### src/rtl/lsu_pkg.sv
// Shared types and helpers for the load/store unit: access sizes, FSM states and
// lane-alignment helpers used by load_store_unit and lsu_byte_lane.
package lsu_pkg;

    localparam int WORD_BYTES = 4;
    localparam int WORD_BITS  = WORD_BYTES * 8;

    typedef enum logic [1:0] {
        SZ_BYTE    = 2'b00,
        SZ_HALF    = 2'b01,
        SZ_WORD    = 2'b10,
        SZ_ILLEGAL = 2'b11
    } lsu_size_e;

    typedef enum logic [2:0] {
        ST_IDLE,
        ST_LOAD,
        ST_STORE_W,
        ST_RMW_RD,
        ST_RMW_WR,
        ST_RESP
    } lsu_state_e;

    function automatic logic is_misaligned(input lsu_size_e size, input logic [1:0] lo);
        case (size)
            SZ_HALF: return lo[0];
            SZ_WORD: return (lo != 2'b00);
            default: return 1'b0;
        endcase
    endfunction

    // Rounds the byte offset down to the natural boundary of the access size.
    function automatic logic [1:0] align_offset(input lsu_size_e size, input logic [1:0] lo);
        case (size)
            SZ_HALF: return {lo[1], 1'b0};
            SZ_WORD: return 2'b00;
            default: return lo;
        endcase
    endfunction

endpackage

### src/rtl/lsu_byte_lane.sv
// Combinational lane logic: extracts and extends a sub-word from a read word, and
// merges sub-word store data into an old word for read-modify-write.
import lsu_pkg::*;

module lsu_byte_lane (
    input  logic [WORD_BITS-1:0] rd_word,
    input  logic [WORD_BITS-1:0] old_word,
    input  logic [WORD_BITS-1:0] wdata,
    input  logic [1:0]           offset,
    input  lsu_size_e            size,
    input  logic                 is_unsigned,
    output logic [WORD_BITS-1:0] ext_data,
    output logic [WORD_BITS-1:0] merged_word
);

    logic [WORD_BITS-1:0] shifted;

    assign shifted = rd_word >> {offset, 3'b000};

    always_comb begin
        ext_data = rd_word;
        case (size)
            SZ_BYTE: ext_data = is_unsigned ? {24'h000000, shifted[7:0]}
                                            : {{24{shifted[7]}}, shifted[7:0]};
            SZ_HALF: ext_data = is_unsigned ? {16'h0000, shifted[15:0]}
                                            : {{16{shifted[15]}}, shifted[15:0]};
            default: ext_data = rd_word;
        endcase
    end

    // Half merges use only offset[1]; the offset is already aligned for halves.
    always_comb begin
        merged_word = old_word;
        case (size)
            SZ_BYTE: merged_word[{offset, 3'b000} +: 8]      = wdata[7:0];
            SZ_HALF: merged_word[{offset[1], 4'b0000} +: 16] = wdata[15:0];
            default: merged_word = wdata;
        endcase
    end

endmodule

### src/rtl/load_store_unit.sv
// Load/store unit driving a word-wide data memory with sub-word RMW stores.
// Optional macro LSU_MISALIGN_TRAP_EN: misaligned accesses error instead of aligning down.
import lsu_pkg::*;

module load_store_unit #(
    parameter int ADDR_WIDTH = 32,
    parameter int DATA_WIDTH = 32
) (
    input  logic                  clk,
    input  logic                  rst,
    input  logic                  req_valid,
    output logic                  req_ready,
    input  logic                  req_write,
    input  logic [1:0]            req_size,
    input  logic                  req_unsigned,
    input  logic [ADDR_WIDTH-1:0] req_addr,
    input  logic [DATA_WIDTH-1:0] req_wdata,
    output logic                  resp_valid,
    input  logic                  resp_ready,
    output logic [DATA_WIDTH-1:0] resp_rdata,
    output logic                  resp_err,
    output logic [ADDR_WIDTH-1:0] mem_address,
    output logic [DATA_WIDTH-1:0] mem_data,
    output logic                  mem_write,
    input  logic [DATA_WIDTH-1:0] mem_read_data
);

    if (DATA_WIDTH != WORD_BITS) begin : g_bad_width
        $error("load_store_unit supports only DATA_WIDTH = 32");
    end

    lsu_state_e            state_q, state_d;
    logic [ADDR_WIDTH-1:0] addr_q, addr_d;
    lsu_size_e             size_q, size_d;
    logic                  unsigned_q, unsigned_d;
    logic [DATA_WIDTH-1:0] wdata_q, wdata_d;
    logic [DATA_WIDTH-1:0] old_word_q, old_word_d;
    logic [DATA_WIDTH-1:0] rdata_q, rdata_d;
    logic                  err_q, err_d;

    lsu_size_e             req_size_e;
    logic                  req_err;
    logic                  accept;
    logic [DATA_WIDTH-1:0] ext_data;
    logic [DATA_WIDTH-1:0] merged_word;

    assign req_size_e = lsu_size_e'(req_size);
    assign accept     = (state_q == ST_IDLE) && req_valid;

`ifdef LSU_MISALIGN_TRAP_EN
    assign req_err = (req_size_e == SZ_ILLEGAL) || is_misaligned(req_size_e, req_addr[1:0]);
`else
    assign req_err = (req_size_e == SZ_ILLEGAL);
`endif

    lsu_byte_lane u_lane (
        .rd_word     (mem_read_data),
        .old_word    (old_word_q),
        .wdata       (wdata_q),
        .offset      (addr_q[1:0]),
        .size        (size_q),
        .is_unsigned (unsigned_q),
        .ext_data    (ext_data),
        .merged_word (merged_word)
    );

    always_ff @(posedge clk) begin
        if (rst) begin
            state_q <= ST_IDLE;
        end else begin
            state_q <= state_d;
        end
    end

    always_comb begin
        state_d = state_q;
        case (state_q)
            ST_IDLE: begin
                if (req_valid) begin
                    if (req_err)                     state_d = ST_RESP;
                    else if (!req_write)             state_d = ST_LOAD;
                    else if (req_size_e == SZ_WORD)  state_d = ST_STORE_W;
                    else                             state_d = ST_RMW_RD;
                end
            end
            ST_LOAD:    state_d = ST_RESP;
            ST_STORE_W: state_d = ST_RESP;
            ST_RMW_RD:  state_d = ST_RMW_WR;
            ST_RMW_WR:  state_d = ST_RESP;
            ST_RESP:    if (resp_ready) state_d = ST_IDLE;
            default:    state_d = ST_IDLE;
        endcase
    end

    always_ff @(posedge clk) begin
        if (rst) begin
            addr_q     <= '0;
            size_q     <= SZ_BYTE;
            unsigned_q <= 1'b0;
            wdata_q    <= '0;
            old_word_q <= '0;
            rdata_q    <= '0;
            err_q      <= 1'b0;
        end else begin
            addr_q     <= addr_d;
            size_q     <= size_d;
            unsigned_q <= unsigned_d;
            wdata_q    <= wdata_d;
            old_word_q <= old_word_d;
            rdata_q    <= rdata_d;
            err_q      <= err_d;
        end
    end

    // The latched address is already aligned down, so only trapping builds ever see misalignment.
    always_comb begin
        addr_d     = addr_q;
        size_d     = size_q;
        unsigned_d = unsigned_q;
        wdata_d    = wdata_q;
        old_word_d = old_word_q;
        rdata_d    = rdata_q;
        err_d      = err_q;
        if (accept) begin
            addr_d     = {req_addr[ADDR_WIDTH-1:2], align_offset(req_size_e, req_addr[1:0])};
            size_d     = req_size_e;
            unsigned_d = req_unsigned;
            wdata_d    = req_wdata;
            rdata_d    = '0;
            err_d      = req_err;
        end
        if (state_q == ST_LOAD)   rdata_d    = ext_data;
        if (state_q == ST_RMW_RD) old_word_d = mem_read_data;
    end

    always_comb begin
        req_ready   = (state_q == ST_IDLE);
        resp_valid  = (state_q == ST_RESP);
        resp_rdata  = resp_valid ? rdata_q : '0;
        resp_err    = resp_valid && err_q;
        mem_address = ((state_q != ST_IDLE) && !err_q) ? {addr_q[ADDR_WIDTH-1:2], 2'b00} : '0;
        mem_write   = !rst && ((state_q == ST_STORE_W) || (state_q == ST_RMW_WR));
        mem_data    = '0;
        if (mem_write) begin
            mem_data = (state_q == ST_STORE_W) ? wdata_q : merged_word;
        end
    end

endmodule

### config.mk
export PLATFORM = sky130hd
export DESIGN_NAME = load_store_unit
export DESIGN_NICKNAME = d
export VERILOG_FILES = /design/src/rtl/lsu_pkg.sv /design/src/rtl/lsu_byte_lane.sv /design/src/rtl/load_store_unit.sv
export SDC_FILE = /design/constraint.sdc
export NUM_CORES = 1
export LEC_CHECK = 0
export CAP_MARGIN = 20
export CORE_MARGIN = 10
export CORE_UTILIZATION = 48
export CTS_CLUSTER_SIZE = 16
export DETAILED_ROUTE_END_ITERATION = 16
export PLACE_DENSITY = 0.77
export REMOVE_ABC_BUFFERS = 1
export SYNTH_ARGS = -nofsm -noshare
export SYNTH_HDL_FRONTEND = slang
export SYNTH_SLANG_ARGS = --single-unit
### constraint.sdc
create_clock -name clk -period 3.5 [get_ports clk]
set_input_delay 0.35 -clock clk [delete_from_list [all_inputs] [get_ports clk]]
set_output_delay 0.35 -clock clk [all_outputs]
set_load 0.02 [all_outputs]
== Word-level counts from Yosys, hierarchy flattened ==
Cells that the tools add are included.

* Word-level logic and storage cells: 58
* Register bits: 135
* Output and inout port bits: 100

* Shift-type cells: 5
* Eq/ne operators: 11
* Add/sub/neg operators: 2
* Muxes and demuxes: 19
* Reduce and logical (&&, ||, !) cells: 13

{| class="wikitable"
|+ Operator list
! operator !! count
|-
| $mux W32 || 8
|-
| $pmux W32 S2 || 2
|-
| $bwmux W32 || 2
|-
| $shift A16 B7 Y32 const A || 1
|-
| $shift A8 B7 Y32 const A || 1
|-
| $shiftx A16 B7 Y32 || 1
|-
| $shiftx A8 B7 Y32 || 1
|-
| $shr A32 B5 Y16 || 1
|-
| $neg A5 Y7 || 2
|-
| $pmux W3 S4 || 1
|-
| $mux W3 || 3
|-
| $eq A3 B2 Y1 const B || 2
|-
| $eq A3 B3 Y1 const B || 2
|-
| $eq A2 B1 Y1 const B || 2
|-
| $eq A2 B2 Y1 const B || 2
|-
| $logic_and A1 B1 Y1 || 4
|-
| $pmux W2 S2 || 1
|-
| $eq A3 B1 Y1 const B || 1
|-
| $logic_not A3 Y1 || 1
|-
| $reduce_bool A3 Y1 || 1
|-
| $reduce_or A3 Y1 || 1
|-
| $logic_not A1 Y1 || 2
|-
| $logic_not A2 Y1 || 1
|-
| $mux W2 || 1
|-
| 6 further kinds || 6
|}

== Logic depth before layout (Yosys ltp) ==
Gate-level depths: netlist of run 1.

* Word-level depth: 6
* Depth in mapped cells: 10
* Gate-level depth less buffers: 6

== Modules after synthesis ==
Synthesis of run 1 repeated with hierarchy kept, for this count alone.

* Cell total of the unflattened synthesis: 1061
* Area total of the unflattened synthesis: 7597.3 µm²

{| class="wikitable"
|+ By module, submodules not included
! module !! area each (µm²) !! times used !! seq. area each (µm²) !! cells an instance
|-
| load_store_unit || 5761.8 || 1 || 2702.6 || 790
|-
| lsu_byte_lane || 1835.5 || 1 || 0.0 || 271
|}

== Least setup slack after synthesis of run 1 ==
No wires, ideal clock.

* Path kind: register -> output
* From: register addr_q[1]
* To: output mem_data[24]
* Data arrival time: 2.740 ns
* Path slack: 0.410 ns
* Stages on the path, launching flop included: 10
* Cell sequence: dfxtp_1 > buf_2 > buf_2 > buf_1 > inv_1 > ha_1 > or3b_2 > nor4_4 > a221oi_1 > a21oi_1

* Longest elaborated chain between the ends: 6

{| class="wikitable"
|+ RTL lines
! element !! RTL line !! text
|-
| start, declared || load_store_unit.sv:33 || <nowiki>logic [ADDR_WIDTH-1:0] addr_q, addr_d;</nowiki>
|-
| start signal, assigned || load_store_unit.sv:105 || <nowiki>addr_q <= addr_d;</nowiki>
|-
| $neg A5 Y7, on equally long branches || lsu_byte_lane.sv:36, lsu_byte_lane.sv:35 ||
|-
| $shiftx A16 B7 Y32, or another cell as far along || lsu_byte_lane.sv:36 || <nowiki>SZ_HALF: merged_word[{offset[1], 4'b0000} +: 16] = wdata[15:0];</nowiki>
|-
| $bwmux W32, on equally long branches || lsu_byte_lane.sv:36, lsu_byte_lane.sv:35 ||
|-
| $pmux W32 S2 * || lsu_byte_lane.sv:34 || <nowiki>case (size)</nowiki>
|-
| $mux W32 * || load_store_unit.sv:145 || <nowiki>mem_data = (state_q == ST_STORE_W) ? wdata_q : merged_word;</nowiki>
|-
| $mux W32 * || load_store_unit.sv:144 || <nowiki>if (mem_write) begin</nowiki>
|-
| end, declared || load_store_unit.sv:23 || <nowiki>output logic [DATA_WIDTH-1:0] mem_data,</nowiki>
|}

Every way passes the cells marked *; elsewhere a longest branch is shown, timed or not.

== Worst setup path after layout of run 1 ==
* From: register addr_q[0]
* To: output mem_data[7]

* Longest elaborated chain between the ends: 6

{| class="wikitable"
|+ RTL lines
! element !! RTL line !! text
|-
| $neg A5 Y7 * || lsu_byte_lane.sv:35 || <nowiki>SZ_BYTE: merged_word[{offset, 3'b000} +: 8] = wdata[7:0];</nowiki>
|-
| $shiftx A8 B7 Y32 / $shift A8 B7 Y32 (equally long branches) || lsu_byte_lane.sv:35 ||
|-
| $bwmux W32 * || lsu_byte_lane.sv:35 ||
|-
| $pmux W32 S2 * || lsu_byte_lane.sv:34 ||
|-
| $mux W32 * || load_store_unit.sv:145 ||
|-
| $mux W32 * || load_store_unit.sv:144 ||
|}

Marks and branches as above.

==> results.md, run 1 <==
* Combinational share of power at 0.188
* Syn Std Cell Area at 7181 sq um
* Number of diodes at 0
* WL/cell at 18.41 microns
* Power share of the sequential group at 0.413
* Peak VDD IR at 0.3557 mV
* Worst Hold Class: flop to flop
* HPWL Detailed at 16220 microns
* Internal power at 3.002 mW
* Io pins at 204
* Pleak at 3.594 nW
* Switching power at 1.124 mW
* Hold EP: rdata_q[2]$_SDFFE_PP0P_
* R2R depth at 5
* CTS max path bufs at 2
* Minimum clock period at 3.265 ns
* Sequential area share after synthesis at 0.3764
* Most common cell after layout, fill and taps aside: nand2_1
* Ys flop type: dfxtp_1
* CTS Sinks at 135
* Slew Viols, Final at 0
* EDFF count, synth at 0
* Fin nets at 1177
* Initial DRC count at 521
* TritonCTS clock tree: done
* PD cells at 420.0 nW/um^2
* RSZ-0062 raised after global routing: false
* IO Port Bufs at 201
* Worst relative slew slack at 0.4226
* Slew @ Worst Pin at 0.8596 ns
* Root Driver: clkbuf_16
* Critical R2R Capture: rdata_q[27]$_SDFFE_PP0P_
* Crit path kind: flop to output pin
* CTS Buf Count at 17
* Hold_sp: rdata_q[2]$_SDFFE_PP0P_
* Worst Hold Path Cells at 2
* Netlist cell types at 51
* Total Routing Usage GR at 0.2205
* Router iterations before antenna repair at 6
* Via density at 5.691
* WL final at 23200 microns
* Clock power frac at 0.399
* Setup total negative slack at 0 ns
* Worst Clk Skew at 0.004993 ns
* Area Growth Syn to Fin at 36.82%
* Htree depth at 4
* GP Congestion at 0.8434
* R2R Setup Slk at 0.89 ns
* # setup viols final at 0
* Final Hold Vio Count at 0
* FP Rows at 44
* Worst reg2reg startpoint: addr_q[1]$_SDFFE_PP0P_
* Initial antenna violation count at 1
* WP data arrival at 2.91 ns
* First-pass GRT wire length at 36340 microns
* Maxcap violations at 0
* Gr ovfl total at 0
* Most frequent cells in the layout: nand2_1 (223), clkdlybuf4s50_1 (192), a21oi_1 (145)
* CP Max Fanout at 14
* DP Cell Count at 1224
* Mean Syn Cell Area at 7.899 sq um
* Synth warn at 0
* Hold WS at 0.4398 ns
* Die area at 20250 sq um
* Largest net degree at the start of global routing at 68
* Fmax at 306.3 MHz
* Share of cells above drive strength 1 at 0.1069
* CP startpoint kind: flop
* Finished Layout Cells at 1260
* Final ANT Viol Nets at 0
* Synth async-reset ratio at 0
* Mapped Cells at 909
* Number of synthesized register bits at 135
* DRC at 0
* Outcome: finished, final reports clean
* Cts hold-fix bufs at 0
* DIE WIDTH at 142.3 microns
* Vias in the first global route at 6825
* Switching share of total power at 0.2724
* Worst-path clk slew at 0.05 ns
* Core area at 14590 sq um
* Critical path required time at 3.15 ns
* Clock Latency Late Sink at 0.42 ns
* Vias at 7171
* DIE HEIGHT at 142.3 microns
* Tcrit/Tclk final at 0.9328
* Initial core utilization at 0.4922
* Crit end category: output pin
* Tot Pwr at 4.126 mW
[per-layer routing]
layer | track usage | up-vias | routed length, microns
met1 | 0.2644 | 3389 | 9524
met2 | 0.3512 | 260 | 10790
met3 | 0.09513 | 29 | 2493
met4 | 0.06443 | 0 | 398
li1 | - | 3493 | -
met5 | 0 | - | 0
[cells by family after synthesis]
group                    share of synthesized area
AO/OA/AOI/OAI                               0.2439
adder cells (fa/ha/maj)                    0.01394
other                                    0.0005222
buffers and inverters                      0.06133
AND/OR/NAND/NOR                             0.2462
multiplexers                               0.05646
flip-flops                                  0.3764
XOR/XNOR                                  0.001220
[how the worst max path moves through the flow]
stage / from / end / depth (start not counted)
2_1_floorplan: addr_q[1]$_SDFFE_PP0P_ / mem_data[24] / 6
3_3_place_gp: addr_q[1]$_SDFFE_PP0P_ / mem_data[31] / 7
3_5_place_dp: addr_q[1]$_SDFFE_PP0P_ / mem_data[31] / 7
4_1_cts: addr_q[1]$_SDFFE_PP0P_ / mem_data[25] / 8
5_1_grt: state_q[0]$_SDFFE_PP0P_ / mem_data[9] / 6
6_report: addr_q[0]$_SDFFE_PP0P_ / mem_data[7] / 9
[cells in the mapped netlist (all sizes together), types with 2 or more instances]
master	instances	share of area
a22oi	9	0.0094
clkbuf	52	0.027
o221a	8	0.013
nor2	9	0.0047
dfxtp	135	0.38
nand3b	3	0.0031
nand2	225	0.12
nor4b	2	0.0045
o21ai	29	0.020
a2bb2oi	5	0.0061
o221ai	9	0.011
nor3	4	0.0035
nand3	2	0.0014
and2	66	0.058
nor3b	26	0.028
a21oi	145	0.10
a22o	5	0.0061
mux2	25	0.040
mux2i	12	0.017
nor4	4	0.012
a31oi	8	0.0070
a21o	2	0.0021
ha	8	0.014
a221o	17	0.025
a221oi	30	0.037
nor2b	6	0.0052
buf	40	0.030
or2	3	0.0026
inv	8	0.0042
[power by group through the flow]
stage               Clock [mW]  Sequential (mW)  Combinational [mW]
CTS                       1.67             1.70               0.768
global route              1.73             1.71               0.851
finish                    1.65             1.70               0.776
global placement             0             1.73               0.755
floorplan                    0             1.73               0.389
detailed placement           0             1.73               0.762
[per-stage QoR]
step / setup WS (ns) / utilization / cell area (sq um)
CTS: 0.02788 / 0.6682 / 9748
detailed placement: 0.3487 / 0.6307 / 9201
global route: 0.01924 / 0.6734 / 9824
global placement: 0.3273 / 0.6307 / 9201
finish: 0.2354 / 0.6734 / 9824
floorplan: -0.3114 / - / 6774
[sequential cells by signal, summed over array words and instances (netlist names)]
name / count
addr_q: 32
err_q: 1
old_word_q: 32
rdata_q: 32
size_q: 2
state_q: 3
unsigned_q: 1
wdata_q: 32
[critical path: stages (launching register included)]
cell and delay (ns):
dfxtp_1 0.30, inv_1 0.07, buf_4 0.25, ha_2 0.33, nor4bb_1 0.23, buf_4 0.21
a221oi_1 0.09, a21oi_1 0.16, o221a_2 0.22, clkdlybuf4s50_1 0.64
[layout make-up]
| class | instances | area (sq um) |
|---|---|---|
| fill | 1237 | 4765 |
| clock inverter | 4 | 45.04 |
| sequential | 135 | 2704 |
| clock buffer | 26 | 489.2 |
| inverter | 8 | 30.03 |
| timing repair buffer | 228 | 2257 |
| tap | 184 | 230.2 |
| multi-input combinational | 675 | 4069 |
[timing repair]
action / in CTS / in global routing
pin swaps: 1 / 1
endpoints found under the hold margin: 0 / 0
setup endpoints to repair: 8 / 24
setup buffers: 2 / 3
resized for setup: 2 / 9
Note: power is estimated with default switching activity, not from simulation.
==> run 2: changes to the inputs <==
ABC_CLOCK_PERIOD_IN_PS = 3500   (was not set)
==> results of run 2 <==
No change in the layout: final DEF, timing and power equal those of run 1.
==> run 3: changes to the inputs <==
ABC_AREA = 1   (was not set)
CORE_UTILIZATION = 50   (was 48)
PLACE_DENSITY = 0.79   (was 0.77)
==> run 3 against run 2 <==
  * Non-clock buffer count down 5
  * Wire length up 13%
  * Synthesized cell count up 32%
  * Global-route usage up 1.9 points
  * Combinational power rose to 3.6 times the previous value
  * Power up 62%
  * Synthesized area up 10%
  * Worst hold slack better by 0.020 ns
  * Clock power up 12%
  * Cell count up 25%
  * Via count up 15%
  * Largest cell class unchanged
  * Largest power group is now combinational logic
  * Highest routed layer unchanged
==> results.md, run 3 <==
* Outcome: finished, final reports clean
* Final ANT Viol Nets at 0
* Critical path required time at 3.15 ns
* Router iterations before antenna repair at 8
* # Post-CTS Setup Buffers at 0
* Cts hold-fix bufs at 0
* Sequential area share after synthesis at 0.3407
* Fillers at 1343
* Initial core utilization at 0.5161
* Ys flop type: dfxtp_1
* IO Port Bufs at 201
* Pleak at 4.088 nW
* CP Max Fanout at 8
* Mapped Cells at 1196
* Root Driver: clkbuf_16
* Fmax at 306.0 MHz
* Most frequent cells in the layout: nand2_1 (264), clkdlybuf4s50_1 (200), nor2_1 (160)
* Yosys top cell area share at 0.3407
* Met3 Use GR at 0.09966
* Most common cell after layout, fill and taps aside: nand2_1
* TritonCTS clock tree: done
* Core area at 15370 sq um
* Number of synthesized register bits at 135
* EDFF count, synth at 0
* FP Rows at 45
* DIE WIDTH at 146.0 microns
* Area Growth Syn to Fin at 33.50%
* Count leader, synth: nand2_1
* Sequential cell area at 2704 sq um
* DIE HEIGHT at 146.0 microns
* Worst Clk Skew at 0.006282 ns
* Minimum clock period at 3.268 ns
* CTS Buf Count at 17
* Synth top cells by count: nand2_1 (264), nor2_1 (160), inv_1 (159)
* Netlist cell types at 32
* Initial antenna violation count at 0
* WL final at 26290 microns
* DRC at 0
* CTS max path bufs at 2
* Worst Hold Class: flop to flop
* Number of diodes at 0
* Finished Cell Area at 10590 sq um
* Worst-path clk slew at 0.06 ns
* Gr ovfl total at 0
* Multi-input gate area at 4177 sq um
* Worst relative slew slack at 0.4635
* Die area at 21300 sq um
* Htree depth at 4
* Initial DRC count at 577
* Placed Area at 9977 sq um
* Synth async-reset ratio at 0
* PD cells at 632.4 nW/um^2
* Fin nets at 1465
* Tcrit/Tclk final at 0.9338
* Peak VDD IR at 0.4569 mV
* Slew @ Worst Pin at 0.8047 ns
* Gr busiest metal: met2
* PostCTS Resize Cnt at 0
* GP Congestion at 0.9704
* Setup total negative slack at 0 ns
* # setup viols final at 0
* Share of cells above drive strength 1 at 0.09524
* Io pins at 204
* CTS Sinks at 135
* Cell taking the most area after synthesis: dfxtp_1
* Synth warn at 0
* Clock Latency Late Sink at 0.42 ns
* Maxcap violations at 0
* Slew Viols, Final at 0
* WP data arrival at 2.92 ns
* Crit end category: output pin
* Final WS setup at 0.2318 ns
* GR Util met2 at 0.3894
* Largest net degree at the start of global routing at 136
* Synth top area cells: dfxtp_1 (34%), nand2_1 (12%), a21oi_1 (8.5%)
* Total Routing Usage GR at 0.2392
* RSZ-0062 raised after global routing: false
* Grt met1 use at 0.2848
* Mean Syn Cell Area at 6.633 sq um
* Vias at 8272
* WL/cell at 16.68 microns
* HPWL Detailed at 18710 microns
* Final Hold Vio Count at 0
* First-pass GRT wire length at 42110 microns
* Via density at 5.249
* CP startpoint kind: flop
* Syn Std Cell Area at 7933 sq um
* Placement Setup Slack at 0.6375 ns
* Crit path kind: flop to output pin
* Vias in the first global route at 7948
-- run 3: cell types whose count changed in the layout (fill, tap and decap cells not counted), moves of 21 or more --
cell | previous run | this run
nor2_1 | 7 | 160
inv_1 | 8 | 158
and2_1 | 65 | 0
a211oi_2 | 0 | 52
nand2_1 | 223 | 264
nand3_1 | 2 | 36
a211oi_1 | 1 | 31
a221oi_1 | 29 | 0
o21ai_0 | 29 | 56
nor3b_1 | 25 | 0
mux2_2 | 24 | 0
o22ai_1 | 0 | 21
-- run 3: stage by stage --
stage                     instances  hold WS [ns]  power (mW)  utilization
after CTS                      1576        0.4615       6.693       0.6882
after global routing           1576        0.4810       7.105       0.6890
final                          1576        0.4596       6.697       0.6890
after global placement         1545        0.4499       4.802       0.6491
after detailed placement       1545        0.4526       4.831       0.6491
after floorplan                1111        0.4191       3.796            -
-- run 3: per-layer routing --
layer  routed length [microns]  vias to the layer above  share of wire
met5                         0                        -              0
met4                       309                        0          0.012
met3                      2813                       28           0.11
met2                     12420                      321           0.47
met1                     10750                     3737           0.41
li1                          -                     4186              -
-- run 3: kinds of logic after synthesis --
kind of cell / count (synthesis) / share of synthesized area
AND/OR/NAND/NOR: 484 / 0.2453
adder cells (fa/ha/maj): 8 / 0.01262
AO/OA/AOI/OAI: 314 / 0.2664
flip-flops: 135 / 0.3407
other: 1 / 0.0004727
buffers and inverters: 254 / 0.1345
-- run 3: path summary, 6_finish.rpt --
path | startpoint | endpoint | slack, ns | cells after the start
worst max-delay path | addr_q[0]$_SDFFE_PP0P_ | mem_data[25] | 0.23 | 10
worst min-delay path | wdata_q[25]$_SDFFE_PP0P_ | wdata_q[25]$_SDFFE_PP0P_ | 0.46 | 2
worst min register to register | wdata_q[25]$_SDFFE_PP0P_ | wdata_q[25]$_SDFFE_PP0P_ | 0.46 | 2
worst max register to register | state_q[2]$_SDFFE_PP0P_ | addr_q[14]$_SDFFE_PP0P_ | 1.44 | 7
-- run 3: layout make-up --
| type | count | area share |
|---|---|---|
| flip-flops and latches | 135 | 0.2553 |
| multi-input cells | 808 | 0.3944 |
| clock inverters | 14 | 0.01654 |
| repair buffers | 223 | 0.2081 |
| inverters | 168 | 0.06061 |
| well taps | 211 | 0.02493 |
| clock buffers | 17 | 0.04017 |
-- run 3: report_power, final --
| group | switching, mW | internal [mW] | total [mW] |
|---|---|---|---|
| Combinational | 1.85 | 0.967 | 2.82 |
| Sequential | 0.189 | 1.84 | 2.03 |
| Clock | 0.731 | 1.12 | 1.85 |
| Total | 2.77 | 3.93 | 6.70 |
-- run 3: worst max-delay path, stage by stage, from the launching register on --
cell             delay [ns]
dfxtp_1                0.33
clkinv_1               0.13
ha_1                   0.34
inv_1                  0.17
nand3_1                0.33
o22ai_1                0.23
nand2_1                0.07
nand2_1                0.08
nand2_1                0.05
a21oi_1                0.14
clkdlybuf4s50_1        0.63
